$ cat src/rtl/down_timer.sv
// Loadable down-counter with pause, one-shot / auto-reload modes and a
// registered terminal-count pulse. All outputs come straight from flops or state decode.
module down_timer #(
  parameter int N = 6
) (
  input  logic         clk,
  input  logic         clr,
  input  logic         load,
  input  logic [N-1:0] din,
  input  logic         en,
  input  logic         rld,
  input  logic         abort,
  output logic [N-1:0] q,
  output logic         busy,
  output logic         done,
  output logic         tc
);

  typedef enum logic [1:0] {
    IDLE    = 2'd0,
    RUN     = 2'd1,
    PAUSE   = 2'd2,
    EXPIRED = 2'd3
  } state_e;

  localparam logic [N-1:0] ZERO = '0;
  localparam logic [N-1:0] ONE  = {{(N-1){1'b0}}, 1'b1};

  state_e       state_q, state_d;
  logic [N-1:0] cnt_q, cnt_d;
  logic [N-1:0] rval_q, rval_d;
  logic         mode_q, mode_d;
  logic         tc_q, tc_d;

  always_ff @(posedge clk or posedge clr) begin
    if (clr) begin
      state_q <= IDLE;
      cnt_q   <= ZERO;
      rval_q  <= ZERO;
      mode_q  <= 1'b0;
      tc_q    <= 1'b0;
    end else begin
      state_q <= state_d;
      cnt_q   <= cnt_d;
      rval_q  <= rval_d;
      mode_q  <= mode_d;
      tc_q    <= tc_d;
    end
  end

  // Priority: abort, then load, then the enabled count step.
  always_comb begin
    state_d = state_q;
    cnt_d   = cnt_q;
    rval_d  = rval_q;
    mode_d  = mode_q;
    tc_d    = 1'b0;

    if (abort) begin
      state_d = IDLE;
      cnt_d   = ZERO;
    end else if (load) begin
      if (din != ZERO) begin
        state_d = RUN;
        cnt_d   = din;
        rval_d  = din;
        mode_d  = rld;
      end else begin
        state_d = IDLE;
        cnt_d   = ZERO;
      end
    end else begin
      unique case (state_q)
        RUN, PAUSE: begin
          if (!en) begin
            state_d = PAUSE;
          end else if (cnt_q > ONE) begin
            state_d = RUN;
            cnt_d   = cnt_q - ONE;
          end else if (cnt_q == ONE) begin
            tc_d = 1'b1;
            if (mode_q) begin
              state_d = RUN;
              cnt_d   = rval_q;
            end else begin
              state_d = EXPIRED;
              cnt_d   = ZERO;
            end
          end else begin
            // A zero count while active is unreachable; park safely without wrapping.
            state_d = IDLE;
            cnt_d   = ZERO;
          end
        end
        EXPIRED: cnt_d = ZERO;
        default: ;
      endcase
    end
  end

  assign q    = cnt_q;
  assign busy = (state_q == RUN) || (state_q == PAUSE);
  assign done = (state_q == EXPIRED);
  assign tc   = tc_q;

endmodule

$ cat config.mk
export PLATFORM = sky130hd
export DESIGN_NAME = down_timer
export DESIGN_NICKNAME = d
export VERILOG_FILES = /design/src/rtl/down_timer.sv
export SDC_FILE = /design/constraint.sdc
export NUM_CORES = 1
export LEC_CHECK = 0
export BUFFER_PORTS_ARGS = -buffer_cell sky130_fd_sc_hd__buf_2
export CORE_MARGIN = 1.5
export CORE_UTILIZATION = 32
export DETAILED_ROUTE_END_ITERATION = 8
export GPL_TIMING_DRIVEN = 0
export PLACE_DENSITY = 0.61
export SKIP_CTS_REPAIR_TIMING = 1
export SLEW_MARGIN = 20
export SYNTH_ARGS = -nofsm -noshare
export SYNTH_HDL_FRONTEND = slang
export SYNTH_SLANG_ARGS = --single-unit
$ cat constraint.sdc
create_clock -name clk -period 2.3 [get_ports clk]
set_input_delay 0.46 -clock clk [delete_from_list [all_inputs] [get_ports clk]]
set_output_delay 0.46 -clock clk [all_outputs]
set_load 0.01 [all_outputs]
==> impl_metrics.csv <==
group,metric,value,unit
outcome,run_status,"complete, but fails checks",
outcome,violations,"design-rule violations",
clock_tree,cts_root_buf,"clkbuf_4",
floorplanning,start_util,0.342,
critical_path,arrival,2240,ps
pwr,peakVddDrop,0.000331,V
placement,hpwl,1710,um
global_routing,grt_max_degree,17,
drt,finalWirelength,2300,um
logic_synthesis,synth_top_cell_by_area,"dfrtp_1",
critical_path,end_kind,"flop",
clock_tree,cts.clk_slew.worst_paths,100,ps
critical_path,critPathKind,"flop to flop",
floorplanning,die-area,3340,um^2
logic_synthesis,syn_nets,117,
global_routing,grt_pass1_vias,880,
critical_path,worstSetupStartpointType,"flop",
sta,post-route-min-period,2050,ps
sta,setup_violations,0,
drt,postRouteAntennaNets,0,
clock_tree,cts_tree,"yes",
drt,drcViolationCount,2,
sta,rsz0062_at_grt,"false",
logic_synthesis,syn_area,960,um^2
sta,tightestPinTransition,642,ps
drt,wl_per_cell,14.8,um
clock_tree,cts_sinks,16,
logic_synthesis,ys_async_sr_fraction,1.00,
pwr,seqPwrFrac,0.453,
clock_tree,clk_latency,290,ps
global_routing,grt_overflow,0,
floorplanning,fp.dieW,57.8,um
drt,dr.first_iter.drc_count,33,
critical_path,critPathMaxFanout,8,
placement,io_buffers,19,
critical_path,critPathSlowestCell,"o21ai_1",
critical_path,critical_path_required,2490,ps
drt,vias,874,
logic_synthesis,synth_cell_types,41,
global_routing,antenna_found_initial,0,
pwr,p_sw_frac,0.343,
floorplanning,coreArea,2810,um^2
critical_path,crit_chain,"inv_1 -> ha_1 -> nor2b_1 -> o21ai_1 -> a21boi_0 -> a221o_1",
worst_hold_path,hp-class,"input port to async pin",
logic_synthesis,ys.warnings.count,0,
logic_synthesis,synth-edff-count,0,
floorplanning,die_y,57.8,um
sta,tns,0,ps
finish,areaGrowthSynthToFinish,17.7,%
drt,vias_per_cell,5.64,
logic_synthesis,ys.flop_type,"dfrtp_1",
clock_tree,htree_levels,1,
global_routing,grt_pass1_wl,4110,um
critical_path,max_stage_delay,520,ps
logic_synthesis,synth_area_per_cell,9.50,um^2
sta,hold_viol_final,0,
sta,max-slew-margin-rel,0.569,
floorplanning,rows,19,
pwr,intPower,515,uW
global_routing,grt_util_all_layers,0.160,
pwr,leakage,0.544,nW
finish,regArea,400,um^2
sta,max_clock_freq,487,MHz
sta,finalMaxSlewViolations,0,
drt,dr.pass1.iters,6,
logic_synthesis,synth_top_area_share,0.417,
finish,layout-drive-gt1-share,0.258,
placement,dp.cells,151,
run,cap_violations,0,
sta,period_share,0.893,
finish,nets,141,
clock_tree,clockBufferDepth,2,
floorplanning,ios,21,
finish,diodes,0,
finish,final_cells,155,
logic_synthesis,seq_area_frac_synth,0.417,
pwr,comb_power_share,0.297,
sta,clock_skew,0.910,ps
finish,mostFrequentLayoutCells,"buf_2, dfrtp_1, nand2_1, nor2_1, inv_1",
pwr,p_clk_frac,0.251,
finish,fill_cells,302,
pwr,power_density,694,nW/um^2
logic_synthesis,ys_seq_elements,16,
finish,multiInputGateArea,518,um^2
placement,place_congestion,0.899,
finish,final_common_cell,"buf_2",
pwr,p_sw,268,uW
logic_synthesis,synthTopCellsByArea,"dfrtp_1, ha_1, nand2_1, a22o_1, nor2_1",
logic_synthesis,syn_inst,101,
clock_tree,cts_buffers,3,
## per-layer routing
metal | global-route usage | wire length, um | vias up
li1 | - | - | 428
met1 | 0.220 | 1070 | 406
met2 | 0.240 | 1050 | 31
met3 | 0.0179 | 113 | 9
met4 | 0.0963 | 68 | 0
met5 | 0 | 0 | -
## path summary, 6_finish.rpt
| path | slack [ps] | start | end | cells after the start |
|---|---|---|---|---|
| worst max-delay path | 250 | state_q[1]$_DFFE_PP0P_ | q[2]$_DFFE_PP0P_ | 6 |
| worst min-delay path | 230 | clr | rval_q[5]$_DFFE_PP0P_ | 2 |
| worst max register to register | 250 | state_q[1]$_DFFE_PP0P_ | q[2]$_DFFE_PP0P_ | 6 |
| worst min register to register | 500 | rval_q[4]$_DFFE_PP0P_ | rval_q[4]$_DFFE_PP0P_ | 2 |
| max in group asynchronous | 1670 | clr | rval_q[3]$_DFFE_PP0P_ | 2 |
| min in group clk | 350 | load | tc$_DFF_PP0_ | 2 |
## cell usage after synthesis, drive strengths merged, types with 2 or more instances
master / n
dfrtp: 16
nand2: 12
nor2: 9
inv: 7
nor3: 5
a22o: 4
ha: 4
o21ai: 4
a21boi: 3
a31oi: 3
nor2b: 3
nor4: 3
a21o: 2
a221o: 2
nand3: 2
## power by group through the flow
| stage | logic [mW] | registers [mW] | clock network [mW] |
|---|---|---|---|
| 3_3_place_gp | 0.229 | 0.359 | 0 |
| 3_5_place_dp | 0.232 | 0.360 | 0 |
| 4_1_cts | 0.233 | 0.355 | 0.198 |
| 2_1_floorplan | 0.162 | 0.357 | 0 |
| 5_1_grt | 0.265 | 0.360 | 0.214 |
| 6_report | 0.232 | 0.355 | 0.196 |
## worst max-delay path, delay by kind of cell, from the launching register on
| family | cells | cell delay, ps |
|---|---|---|
| flip-flops | 1 | 390 |
| buffers and inverters | 1 | 50 |
| AND/OR/NAND/NOR | 1 | 170 |
| AO/OA/AOI/OAI | 3 | 1010 |
| adder cells (fa/ha/maj) | 1 | 320 |
## sequential cells by signal, summed over array words and instances (netlist names)
name and cells:
q 6, state_q 2, rval_q 6, mode_q 1, tc 1
## final cells by class
cell class	instances	area share
sequential	16	0.354
inverter	7	0.0233
timing repair buffer	19	0.0842
buffer	2	0.0133
multi-input combinational	76	0.458
tap	31	0.0343
clock buffer	4	0.0321
## per-stage QoR
stage	util	total power [mW]	instance area, um^2	setup WS (ps)	hold slack, ps
final	0.403	0.784	1130	247	227
after CTS	0.403	0.786	1130	269	258
after detailed placement	0.390	0.592	1090	282	475
after floorplan	-	0.519	960	516	374
after global placement	0.390	0.588	1090	319	455
after global routing	0.403	0.839	1130	81.6	285
## logic make-up (layout without fill, tap and decap cells)
logic type                 Yosys count  count (layout)  synth area share
and+or+nand+nor                     40              40             0.216
adders and majority gates            4               4            0.0522
buffers and inverters                9              32            0.0430
muxes                                2               2            0.0222
DFF                                 16              16             0.417
AOI/OAI and AO/OA                   30              30             0.249
(Power assumes the default switching activity.)
